===== src/rtl/frame_row_scanout.sv =====
// Row buffer scanout: fetches packed 32-bit words from the row buffer
// and emits one 8-bit pixel per cycle with horizontal repetition.
module frame_row_scanout #(
  parameter int WORDS      = 80,
  parameter int PIX_REPEAT = 2
) (
  input  logic        clock,
  input  logic        reset_n,
  input  logic        line_start,
  output logic [9:0]  raddr,
  output logic        renable,
  input  logic [31:0] rdata,
  output logic [7:0]  pixel,
  output logic        pixel_valid,
  output logic        row_done,
  output logic        busy
);

  typedef enum logic [1:0] {
    IDLE,
    FETCH,
    WAIT,
    STREAM
  } state_t;

  localparam logic [9:0] LAST_W = 10'(WORDS - 1);
  localparam logic [1:0] LAST_R = 2'(PIX_REPEAT - 1);

  state_t      r_state;
  logic [9:0]  r_word;
  logic [1:0]  r_pix;
  logic [1:0]  r_rep;
  logic [31:0] r_cur;
  logic [31:0] r_nxt;
  logic        r_ren_d;
  logic [9:0]  r_raddr;
  logic        r_ren;
  logic [7:0]  r_pixel;
  logic        r_valid;
  logic        r_done;
  logic        r_busy;

  state_t      w_state;
  logic [9:0]  w_word;
  logic [1:0]  w_pix;
  logic [1:0]  w_rep;
  logic [31:0] w_cur;
  logic [9:0]  w_raddr;
  logic        w_ren;
  logic [7:0]  w_pixel;
  logic        w_valid;
  logic        w_done;
  logic        w_busy;
  logic [9:0]  w_word_inc;
  logic [1:0]  w_pix_inc;

  assign w_word_inc = r_word + 10'd1;
  assign w_pix_inc  = r_pix + 2'd1;

  function automatic logic [7:0] f_byte(
    input logic [31:0] w,
    input logic [1:0]  i
  );
    f_byte = w[{i, 3'b000} +: 8];
  endfunction

  // Counters describe the pixel currently on the registered outputs
  always_comb begin
    w_state = r_state;
    w_word  = r_word;
    w_pix   = r_pix;
    w_rep   = r_rep;
    w_cur   = r_cur;
    w_raddr = r_raddr;
    w_ren   = 1'b0;
    w_pixel = 8'd0;
    w_valid = 1'b0;
    w_done  = 1'b0;
    w_busy  = r_busy;
    unique case (r_state)
      IDLE: begin
        w_busy = 1'b0;
      end
      FETCH: begin
        w_state = WAIT;
      end
      WAIT: begin
        w_state = STREAM;
        w_cur   = rdata;
        w_pixel = rdata[7:0];
        w_valid = 1'b1;
        w_word  = 10'd0;
        w_pix   = 2'd0;
        w_rep   = 2'd0;
        if (LAST_W != 10'd0) begin
          w_ren   = 1'b1;
          w_raddr = 10'd1;
        end
      end
      STREAM: begin
        w_valid = 1'b1;
        if (r_rep != LAST_R) begin
          w_rep   = r_rep + 2'd1;
          w_pixel = f_byte(r_cur, r_pix);
        end else begin
          w_rep = 2'd0;
          if (r_pix != 2'd3) begin
            w_pix   = w_pix_inc;
            w_pixel = f_byte(r_cur, w_pix_inc);
          end else if (r_word != LAST_W) begin
            w_pix   = 2'd0;
            w_word  = w_word_inc;
            w_cur   = r_nxt;
            w_pixel = r_nxt[7:0];
            if (w_word_inc != LAST_W) begin
              w_ren   = 1'b1;
              w_raddr = r_word + 10'd2;
            end
          end else begin
            w_state = IDLE;
            w_valid = 1'b0;
            w_done  = 1'b1;
            w_busy  = 1'b0;
            w_pix   = 2'd0;
            w_word  = 10'd0;
          end
        end
      end
      default: begin
        w_state = IDLE;
      end
    endcase
    // A new row always wins; row_done of a finishing row is kept
    if (line_start) begin
      w_state = FETCH;
      w_raddr = 10'd0;
      w_ren   = 1'b1;
      w_busy  = 1'b1;
      w_valid = 1'b0;
      w_pixel = 8'd0;
      w_word  = 10'd0;
      w_pix   = 2'd0;
      w_rep   = 2'd0;
    end
  end

  always_ff @(posedge clock or negedge reset_n) begin
    if (!reset_n) begin
      r_state <= IDLE;
      r_word  <= 10'd0;
      r_pix   <= 2'd0;
      r_rep   <= 2'd0;
      r_cur   <= 32'd0;
      r_nxt   <= 32'd0;
      r_ren_d <= 1'b0;
      r_raddr <= 10'd0;
      r_ren   <= 1'b0;
      r_pixel <= 8'd0;
      r_valid <= 1'b0;
      r_done  <= 1'b0;
      r_busy  <= 1'b0;
    end else begin
      r_state <= w_state;
      r_word  <= w_word;
      r_pix   <= w_pix;
      r_rep   <= w_rep;
      r_cur   <= w_cur;
      r_ren_d <= r_ren;
      if (r_ren_d) begin
        r_nxt <= rdata;
      end
      r_raddr <= w_raddr;
      r_ren   <= w_ren;
      r_pixel <= w_pixel;
      r_valid <= w_valid;
      r_done  <= w_done;
      r_busy  <= w_busy;
    end
  end

  assign raddr       = r_raddr;
  assign renable     = r_ren;
  assign pixel       = r_pixel;
  assign pixel_valid = r_valid;
  assign row_done    = r_done;
  assign busy        = r_busy;

endmodule


===== config.mk =====
export PLATFORM = sky130hd
export DESIGN_NAME = frame_row_scanout
export DESIGN_NICKNAME = d
export VERILOG_FILES = /design/src/rtl/frame_row_scanout.sv
export SDC_FILE = /design/constraint.sdc
export NUM_CORES = 1
export LEC_CHECK = 0
export CAP_MARGIN = 30
export CORE_ASPECT_RATIO = 0.6
export CORE_MARGIN = 2
export CORE_UTILIZATION = 25
export DETAILED_ROUTE_END_ITERATION = 12
export PLACE_DENSITY = 0.43
export SLEW_MARGIN = 20
export SYNTH_ARGS = -nofsm -noshare
export SYNTH_HDL_FRONTEND = slang
export SYNTH_SLANG_ARGS = --single-unit

===== constraint.sdc =====
create_clock -name clock -period 2.3 [get_ports clock]
set_input_delay 0.345 -clock clock [delete_from_list [all_inputs] [get_ports clock]]
set_output_delay 0.345 -clock clock [all_outputs]
set_load 0.01 [all_outputs]

-- Word-level counts from Yosys, hierarchy flattened
Index checks and enable logic that the tools add are counted.
- register bits after elaboration: 103
- input port bits: 35
- output and inout port bits: 22
- word-level logic and storage cells: 97
- add/sub/neg operators: 4
- eq/ne operators: 15
- shift-type cells: 2
- multiplexer cells: 52
- reduce and logical (&&, ||, !) cells: 11
- operator list (operator ; count):
    $mux 32 ; 3
    $mux 10 ; 9
    $pmux 32 s2 ; 1
    $shiftx 32x6->8 ; 2
    $pmux 10 s2 ; 2
    $mux 8 ; 4
    $ne 10x7->1 const B ; 2
    $mux 2 ; 9
    $mux 1 ; 17
    $pmux 8 s2 ; 1
    $ne 3x3->1 const B ; 5
    $reduce_and 4->1 ; 3
    $add 10x1->10 const B ; 1
    $add 10x2->10 const B ; 1
    $ne 2x2->1 const B ; 4
    $pmux 2 s2 ; 2
    $pmux 1 s2 ; 3
    $pmux 2 s3 ; 1
    $reduce_bool 3->1 ; 2
    $reduce_and 5->1 ; 1
    $add 2x1->2 const B ; 2
    $eq 2x2->1 const B ; 2
    $reduce_bool 4->1 ; 1
    $reduce_and 3->1 ; 1
    other kinds (5) ; 5

-- Longest topological paths before layout
Gate-level depths: netlist of the first run.
- depth in word-level cells: 8
- mapped depth: 9
- gate-level depth less buffers: 6

-- Worst setup path after synthesis of the first run
No wires, ideal clock.
- path kind: register to register
- from: register r_word[4]
- to: register r_raddr[0], in the netlist raddr[0]
- library setup time: 0.125 ns
- arrival time: 1.875 ns
- data required time: 2.175 ns
- path slack: 0.300 ns
- stages on the path, launching flop included: 7
- buffers on the path: 1
- period minus slack after synthesis: 2.000 ns
- cells stage by stage: dfrtp_1 -> buf_2 -> or4_4 -> nor3_4 -> nor2_1 -> a21bo_1 -> mux2_4
- cells in the longest elaborated chain, start to end: 4
- elaborated cells between the ends (all ways): 6
- classes of those cells: add/sub (1); eq/ne (4); reduce/logical (1)
- ends and longest elaborated chain (what ; RTL line ; text):
    start: declaration ; 30 ; logic [9:0] r_word;
    start signal: assignment ; 164 ; r_word <= w_word;
    $add 10x1->10 ; 57 ; assign w_word_inc = r_word + 10'd1;
    $ne 10x7->1 ; 115 ; if (w_word_inc != LAST_W) begin
    $ne 3x3->1 (no line) ; - ;
    $reduce_and 5->1 (no line) * ; - ;
    end signal: assignment ; 172 ; r_raddr <= w_raddr;
    end: declaration ; 36 ; logic [9:0] r_raddr;
Every way passes the cells marked *; elsewhere a longest branch is shown, timed or not.
A chain may end at the register's enable or synchronous reset.

-- Worst setup path in the final report of the first run
- from: register r_word[1]
- to: register r_raddr[0], in the netlist raddr[0]
Same word-level chain as after synthesis.

==> results of run 1 <==
[power by group]
group	total, mW	internal, mW	switching [mW]	leakage [nW]
logic	0.855	0.456	0.399	1.42
registers	2.26	2.05	0.212	1.24
clock network	1.67	0.985	0.680	0.156
total	4.78	3.49	1.29	2.82
[layout make-up]
| class | count | area (sq um) |
|---|---|---|
| timing repair buffer | 81 | 786 |
| clock inverter | 4 | 77.6 |
| clock buffer | 11 | 243 |
| fill | 2046 | 13700 |
| tap | 273 | 342 |
| inverter | 12 | 45.0 |
| multi-input combinational | 331 | 2430 |
| sequential | 103 | 2580 |
[stage by stage]
step | instance area (sq um) | std cells | setup TNS (ns) | total power, mW | setup slack, ns
finish | 6500 | 815 | 0 | 4.78 | 0.105
detailed placement | 6170 | 799 | 0 | 3.15 | 0.130
global placement | 6170 | 799 | 0 | 3.13 | 0.212
CTS | 6500 | 815 | 0 | 4.85 | 0.117
floorplan | 5180 | 481 | 0 | 2.76 | 0.300
global route | 6500 | 815 | -0.0407 | 5.05 | -0.0286
[per-layer routing]
metal | GRT usage (%) | wire length, um | vias to the layer above
li1 | - | - | 1814
met1 | 21.4 | 7440 | 1917
met2 | 18.3 | 5460 | 127
met3 | 2.91 | 864 | 9
met4 | 3.05 | 146 | 0
met5 | 0 | 0 | -
[worst max path at each step]
stage                    end  slack (ns)
floorplan           raddr[0]        0.30
global placement    raddr[0]        0.21
detailed placement  raddr[0]        0.13
CTS                 raddr[0]        0.12
global route        raddr[9]       -0.03
finish              raddr[0]        0.11
[cells by family after synthesis]
| family | Yosys count | synth area share [%] |
|---|---|---|
| AND/OR/NAND/NOR | 138 | 12.0 |
| buffers and inverters | 47 | 3.67 |
| adder cells (fa/ha/maj) | 4 | 0.966 |
| multiplexers | 91 | 22.3 |
| XOR/XNOR | 8 | 1.35 |
| flip-flops | 103 | 49.7 |
| AO/OA/AOI/OAI | 90 | 10.0 |
[state kept, by name, summed over array words and instances, names as in the netlist]
register     count
r_pix            2
r_word          10
r_nxt           32
pixel            8
r_cur           32
r_rep            2
raddr           10
pixel_valid      1
row_done         1
r_state          2
renable          1
busy             1
r_ren_d          1
[Yosys cell counts, types with 6 or more instances]
cell type,number
dfrtp_1,103
nand2_1,58
nor2_1,46
mux2i_1,42
a21oi_1,39
mux2_2,32
clkbuf_1,20
mux4_2,16
a31oi_1,14
o21ai_0,13
inv_1,12
buf_2,11
o22ai_1,8
nand3_1,6
[cell usage in the layout (no fill, tap or decap), types with 14 or more instances in the layout]
master,n
clkdlybuf4s50_1,55
buf_4,22
nand2_1,57
mux2i_1,42
dfrtp_1,103
mux2_2,32
a21oi_1,38
a31oi_1,14
nor2_1,46
mux4_2,16
[critical path: cells and delay by family (launching register included)]
family	cells	cell delay, ns
AND/OR/NAND/NOR	2	0.57
multiplexers	1	0.29
AO/OA/AOI/OAI	2	0.43
flip-flops	1	0.44
adder cells (fa/ha/maj)	1	0.34
[what timing repair did]
action                                 CTS  global route
resized for setup                        0             0
hold buffers                             1             0
endpoints found under the hold margin    2             0
buffers inserted                         0             0
setup endpoints to repair                0             3
==> flow_metrics.env, run 1 <==
export IMPL_min_from="renable"
export IMPL_drtAntennaViolNets=0
export IMPL_h_tree_depth=3
export IMPL_routedWlPerCell_um=17.1
export IMPL_start_util_pct=25.7
export IMPL_die_h_um=116
export IMPL_clkTransAtPathRegs_ns=0.07
export IMPL_hp_class="reg -> reg"
export IMPL_fp_dieW_um=190
export IMPL_hold_slack_ns=0.401
export IMPL_end_kind="register"
export IMPL_fp_dieArea_sq_mm=0.0219
export IMPL_holdPathEnd="r_ren_d"
export IMPL_syn_area_sq_mm=0.00518
export IMPL_numCtsBuffers=9
export IMPL_whs_path_depth=0
export IMPL_crit_path_start_kind="register"
export IMPL_synth_seq_cells=103
export IMPL_skew_ns=0.00594
export IMPL_cp_slowest_cell="dfrtp_1"
export IMPL_wirelength_um=13900
export IMPL_yosys_area_top_type="dfrtp_1"
export IMPL_critPathLaunch="r_word[1]"
export IMPL_r2r_end="raddr[0]"
export IMPL_max_stage_delay_ns=0.44
export IMPL_hold_viol=0
export IMPL_synth_top_area_share_pct=49.7
export IMPL_core_sq_mm=0.0202
export IMPL_ys_types=44
export IMPL_cts_root_buffer_cell="clkbuf_16"
export IMPL_drc=0
export IMPL_report_final_slew_viol_count=0
export IMPL_cap_violations=0
export IMPL_synthCells=481
export IMPL_avgSynthCellArea_sq_um=10.8
export IMPL_clock_latency_ns=0.34
export IMPL_worst_slew_pin_slew_ns=0.635
export IMPL_vias_per_cell=4.74
export IMPL_grt_pass1_wl_um=22200
export IMPL_cp_arrival_ns=2.43
export IMPL_finalCritPeriodShare_pct=95.4
export IMPL_grt_max_degree=65
export IMPL_r2r_slack_ns=0.11
export IMPL_critical_path_class="reg -> reg"
export IMPL_clock_path_buffers=2
export IMPL_status="complete, no violations"
export IMPL_vias=3867
export IMPL_path_max_fanout=8
export IMPL_r2r_start="r_word[1]"
export IMPL_globalRouteOverflowTotal=0
export IMPL_rsz0062_at_grt="true"
export IMPL_drt_iter0_markers=315
export IMPL_netlist_top_cells_area="dfrtp_1 50%, mux2i_1 8.1%, mux2_2 7.0%, mux4_2 7.0%, nand2_1 4.2%"
export IMPL_syn_to_final_growth_pct=25.4
export IMPL_crit_required_ns=2.53
export IMPL_async_flop_share_pct=100
export IMPL_n_antenna_cell=0
export IMPL_worstPathCellList="ha_1 -> and3_1 -> nor4b_1 -> o211ai_1 -> a21bo_1 -> mux2_4"
export IMPL_final_util_pct=32.2
export IMPL_cts_tree="built"
export IMPL_clock_sinks=103
export IMPL_yosysWarnings=0
export IMPL_seq_area_frac_synth_pct=49.7
export IMPL_pwr_density_cell_mw_per_mm2=735
export IMPL_reg2regPathDepth=6
export IMPL_pin_count=57
export IMPL_grt_pass1_vias=3829
export IMPL_dp_hpwl_um=9920
export IMPL_ys_flop_type="dfrtp_1"
export IMPL_cellLeakagePower_nw=2.82
export IMPL_layout_drive_gt1_share_pct=17.9
export IMPL_io_buffers=56
export IMPL_setup_viol_count_final=0
export IMPL_drt_pass1_iterations=5
export IMPL_rows=40
export IMPL_place_gp_congestion=0.891
export IMPL_slew_headroom_pct=57.7
export IMPL_synth_nets=520
export IMPL_grt_total_usage_pct=13.5
export IMPL_synth_edff_count=0
export IMPL_peakVddDrop_v=0.000314
export IMPL_num_nets_final=577
export IMPL_clock_fmax_ghz=0.456
export IMPL_antenna_found_initial=0
export IMPL_post_route_min_period_ns=2.19
Power figures use the tool's default switching activity.
==> inputs of run 2 (changes only) <==
--- a/config.mk
+++ b/config.mk
@@ -11,6 +11,7 @@
 export CORE_UTILIZATION = 25
 export DETAILED_ROUTE_END_ITERATION = 12
 export PLACE_DENSITY = 0.43
+export REMOVE_ABC_BUFFERS = 1
 export SLEW_MARGIN = 20
 export SYNTH_ARGS = -nofsm -noshare
 export SYNTH_HDL_FRONTEND = slang
==> flow_metrics.env, run 2 (synthesis gave the netlist of run 1 again) <==
export IMPL_layout_drive_gt1_share_pct=18.4
export IMPL_cp_arrival_ns=2.43
export IMPL_crit_path_start_kind="register"
export IMPL_placed_cell_area_sq_mm=0.00615
export IMPL_pin_count=57
export IMPL_grt_max_degree=65
export IMPL_layout_common_cells="103 x dfrtp_1, 57 x nand2_1, 55 x clkdlybuf4s50_1"
export IMPL_worst_slew_pin_slew_ns=0.695
export IMPL_setup_ws_ns=0.105
export IMPL_cts_root_buffer_cell="clkbuf_16"
export IMPL_clock_latency_ns=0.35
export IMPL_hold_viol=0
export IMPL_place_gp_congestion=0.886
export IMPL_n_antenna_cell=0
export IMPL_cellLeakagePower_nw=2.80
export IMPL_dp_slack_ns=0.0938
export IMPL_grt_pass1_vias=3687
export IMPL_clkPwrFrac_pct=34.7
export IMPL_setup_viol_count_final=0
export IMPL_rsz0062_at_grt="false"
export IMPL_multiInputGateArea_sq_mm=0.00244
export IMPL_clkTransAtPathRegs_ns=0.07
export IMPL_placedCellCount=798
export IMPL_fp_dieArea_sq_mm=0.0219
export IMPL_syn_to_final_growth_pct=25.3
export IMPL_drtAntennaViolNets=0
export IMPL_power_frac_seq_pct=47.2
export IMPL_vias_per_cell=4.61
export IMPL_post_route_min_period_ns=2.19
export IMPL_clock_sinks=103
export IMPL_crit_required_ns=2.54
export IMPL_fillers=2051
export IMPL_drc=0
export IMPL_fp_dieW_um=190
export IMPL_die_h_um=116
export IMPL_routedWlPerCell_um=15.9
export IMPL_io_buffers=56
export IMPL_fin_area_sq_mm=0.00649
export IMPL_final_util_pct=32.2
export IMPL_clock_fmax_ghz=0.456
export IMPL_finalCritPeriodShare_pct=95.4
export IMPL_drt_iter0_markers=278
export IMPL_hp_class="reg -> reg"
export IMPL_layout_commonest_cell="dfrtp_1"
export IMPL_dp_hpwl_um=8980
export IMPL_numCtsBuffers=9
export IMPL_globalRouteOverflowTotal=0
export IMPL_antenna_found_initial=0
export IMPL_num_nets_final=577
export IMPL_vias=3765
export IMPL_skew_ns=0.0116
export IMPL_cap_violations=0
export IMPL_reg2regPathDepth=7
export IMPL_peakVddDrop_v=0.000355
export IMPL_pwr_density_cell_mw_per_mm2=722
export IMPL_whs_path_depth=0
export IMPL_critical_path_class="reg -> reg"
export IMPL_report_final_slew_viol_count=0
export IMPL_netSwitchingFraction_pct=27.2
export IMPL_p_int_mw=3.41
export IMPL_cts_tree="built"
export IMPL_wirelength_um=12900
export IMPL_rows=40
export IMPL_start_util_pct=25.7
export IMPL_grt_total_usage_pct=12.4
export IMPL_clock_path_buffers=2
export IMPL_slew_headroom_pct=53.5
export IMPL_core_sq_mm=0.0202
export IMPL_p_sw_mw=1.28
export IMPL_instances_no_fill=816
export IMPL_combPwrFrac_pct=18.1
export IMPL_h_tree_depth=3
export IMPL_reg_top3="r_cur x32, r_nxt x32"
export IMPL_end_kind="register"
export IMPL_path_max_fanout=8
export IMPL_status="complete, no violations"
export IMPL_drt_pass1_iterations=4
export IMPL_seq_area_sq_mm=0.00258
export IMPL_grt_pass1_wl_um=20700
[run 2: final timing paths]
| path | end | startpoint | slack, ns |
|---|---|---|---|
| hold reg to reg | r_ren_d | renable | 0.40 |
| hold / removal | r_ren_d | renable | 0.40 |
| setup / recovery | raddr[0] | r_word[0] | 0.11 |
| setup reg to reg | raddr[0] | r_word[0] | 0.11 |
| min in group asynchronous | raddr[7] | reset_n | 0.43 |
| max in group asynchronous | pixel[2] | reset_n | 1.14 |
[run 2: layout make-up]
cell class                      count  area share, %
Sequential cell                   103           39.7
Inverter                           12          0.694
Clock inverter                      5          0.963
Clock buffer                       11           3.89
Multi-Input combinational cell    331           37.6
Tap cell                          273           5.26
Timing Repair Buffer               81           11.9
[run 2: critical path, cell delays in order (launching register included)]
cell	delay, ns
dfrtp_1	0.48
ha_1	0.29
nand3_1	0.24
nor3_1	0.29
o211ai_1	0.13
buf_4	0.17
a21bo_1	0.19
mux2_4	0.29
[run 2: per-stage QoR]
step | total power, mW | setup TNS, ns | hold slack, ns
global placement | 3.07 | 0 | 0.269
floorplan | 2.75 | -75.17 | 0.0494
global route | 4.97 | 0 | 0.424
detailed placement | 3.10 | 0 | 0.273
finish | 4.69 | 0 | 0.401
CTS | 4.76 | 0 | 0.402
[run 2: what timing repair did]
action,in CTS,in global routing
hold buffers,1,0
endpoints found under the hold margin,22,0
buffers inserted,0,1
endpoints found under the setup margin,0,16
gates resized for setup,0,3
[run 2: layer usage]
metal  vias up  wire [um]  track usage, %
met5         -          0               0
met4         0        177            3.57
met3        16        756            3.06
met2        98       5270            17.3
met1      1835       6730            18.8
li1       1816          -               -
[run 2: power by group through the flow]
stage	clock network (mW)	registers (mW)	logic, mW
floorplan	0	2.22	0.531
global placement	0	2.23	0.843
detailed placement	0	2.25	0.855
CTS	1.69	2.21	0.862
global route	1.77	2.24	0.948
finish	1.63	2.21	0.847
==> inputs of run 3 (changes only) <==
--- a/config.mk
+++ b/config.mk
@@ -8,9 +8,9 @@
 export CAP_MARGIN = 30
 export CORE_ASPECT_RATIO = 0.6
 export CORE_MARGIN = 2
-export CORE_UTILIZATION = 25
+export CORE_UTILIZATION = 27
 export DETAILED_ROUTE_END_ITERATION = 12
-export PLACE_DENSITY = 0.43
+export PLACE_DENSITY = 0.45
 export REMOVE_ABC_BUFFERS = 1
 export SLEW_MARGIN = 20
 export SYNTH_ARGS = -nofsm -noshare
==> flow_metrics.env, run 3 (synthesis gave the netlist of run 1 again) <==
export IMPL_status="complete, no violations"
export IMPL_total_power_mw=4.63
export IMPL_max_stage_delay_ns=0.46
export IMPL_critPathLaunch="r_word[1]"
export IMPL_drtAntennaViolNets=0
export IMPL_cap_violations=0
export IMPL_grt_pass1_wl_um=20500
export IMPL_dp_hpwl_um=8930
export IMPL_hp_class="in -> async"
export IMPL_seq_area_sq_mm=0.00258
export IMPL_pwr_density_cell_mw_per_mm2=717
export IMPL_rows=39
export IMPL_report_final_slew_viol_count=0
export IMPL_power_frac_seq_pct=47.7
export IMPL_fp_dieW_um=183
export IMPL_drt_iter0_markers=150
export IMPL_worstPathCellList="ha_1 -> and3_1 -> nor4b_1 -> o211ai_1 -> a21bo_1 -> mux2_4"
export IMPL_layout_drive_gt1_share_pct=18.6
export IMPL_finalCritPeriodShare_pct=93.6
export IMPL_fin_setup_tns_ns=0
export IMPL_io_buffers=56
export IMPL_h_tree_depth=3
export IMPL_cts_resized=0
export IMPL_fin_area_sq_mm=0.00646
export IMPL_end_kind="register"
export IMPL_pin_count=57
export IMPL_cts_root_buffer_cell="clkbuf_16"
export IMPL_combPwrFrac_pct=18.4
export IMPL_clock_sinks=103
export IMPL_clock_fmax_ghz=0.465
export IMPL_fp_dieArea_sq_mm=0.0204
export IMPL_peakVddDrop_v=0.000473
export IMPL_start_util_pct=27.4
export IMPL_vias=3770
export IMPL_core_sq_mm=0.0189
export IMPL_clock_path_buffers=2
export IMPL_netSwitchingFraction_pct=27.4
export IMPL_place_gp_congestion=0.811
export IMPL_num_nets_final=578
export IMPL_p_int_mw=3.36
export IMPL_n_antenna_cell=0
export IMPL_rsz0062_at_grt="false"
export IMPL_final_util_pct=34.1
export IMPL_reg_top3="r_cur x32, r_nxt x32"
export IMPL_drc=0
export IMPL_grt_max_degree=48
export IMPL_syn_to_final_growth_pct=24.6
export IMPL_clkTransAtPathRegs_ns=0.07
export IMPL_fillers=1922
export IMPL_worst_slew_pin_slew_ns=0.736
export IMPL_cp_num_buf_inv=0
export IMPL_numCtsBuffers=9
export IMPL_cts_tree="built"
export IMPL_multiInputGateArea_sq_mm=0.00243
export IMPL_path_max_fanout=6
export IMPL_cp_arrival_ns=2.39
export IMPL_globalRouteOverflowTotal=0
export IMPL_critPathTopFamily="simple AND/OR/NAND/NOR gates"
export IMPL_holdBufCountCts=0
export IMPL_crit_required_ns=2.53
export IMPL_placed_cell_area_sq_mm=0.00615
export IMPL_setup_viol_count_final=0
export IMPL_routedWlPerCell_um=16.0
export IMPL_layout_commonest_cell="dfrtp_1"
export IMPL_postCtsSetupBuffers=0
export IMPL_grt_pass1_vias=3906
export IMPL_cellLeakagePower_nw=2.82
export IMPL_drt_pass1_iterations=5
export IMPL_r2r_start="r_word[1]"
export IMPL_die_h_um=111
export IMPL_post_route_min_period_ns=2.15
export IMPL_critical_path_class="reg -> reg"
export IMPL_vias_per_cell=4.77
export IMPL_grt_total_usage_pct=13.0
export IMPL_hold_viol=0
export IMPL_p_sw_mw=1.27
export IMPL_crit_path_start_kind="register"
export IMPL_wirelength_um=12600
export IMPL_cp_slowest_cell="dfrtp_1"
export IMPL_layout_common_cells="103 x dfrtp_1, 57 x nand2_1, 55 x clkdlybuf4s50_1"
export IMPL_clkPwrFrac_pct=33.9
export IMPL_clock_latency_ns=0.34
export IMPL_skew_ns=0.00608
export IMPL_antenna_found_initial=0
export IMPL_slew_headroom_pct=50.8
## run 3: final cells by class
cell class                      count  area share, %
Clock inverter                      7           1.26
Sequential cell                   103           39.9
Inverter                           12          0.698
Clock buffer                        9           3.49
Tap cell                          246           4.77
Timing Repair Buffer               82           12.2
Multi-Input combinational cell    331           37.6
## run 3: path summary, 6_finish.rpt
path                               to  slack (ns)  cells past startpoint
max in group asynchronous  r_state[0]        1.65                      2
min in group clock            r_ren_d        0.38                      0
max reg2reg                  raddr[0]        0.15                      6
min                          raddr[6]        0.01                      1
max                          raddr[0]        0.15                      6
min reg2reg                   r_ren_d        0.38                      0
## run 3: through the flow
step / worst slack (ns) / instances / hold WS, ns
after floorplan: -2.09 / 446 / 0.0494
after global placement: 0.217 / 774 / 0.370
after detailed placement: 0.0977 / 774 / 0.370
after CTS: 0.153 / 790 / 0.0342
after global routing: 0.0426 / 790 / 0.0559
final: 0.148 / 790 / 0.0114
## run 3: layer usage
layer	routed length, um	GRT usage [%]
met5	0	0
met4	140	3.15
met3	516	3.09
met2	5350	19.1
met1	6630	19.2
## run 3: power by group through the flow
stage,clock network [mW],registers (mW),logic (mW)
after floorplan,0,2.22,0.531
after global placement,0,2.23,0.841
after detailed placement,0,2.24,0.864
after CTS,1.63,2.21,0.867
after global routing,1.71,2.24,0.950
final,1.57,2.21,0.852
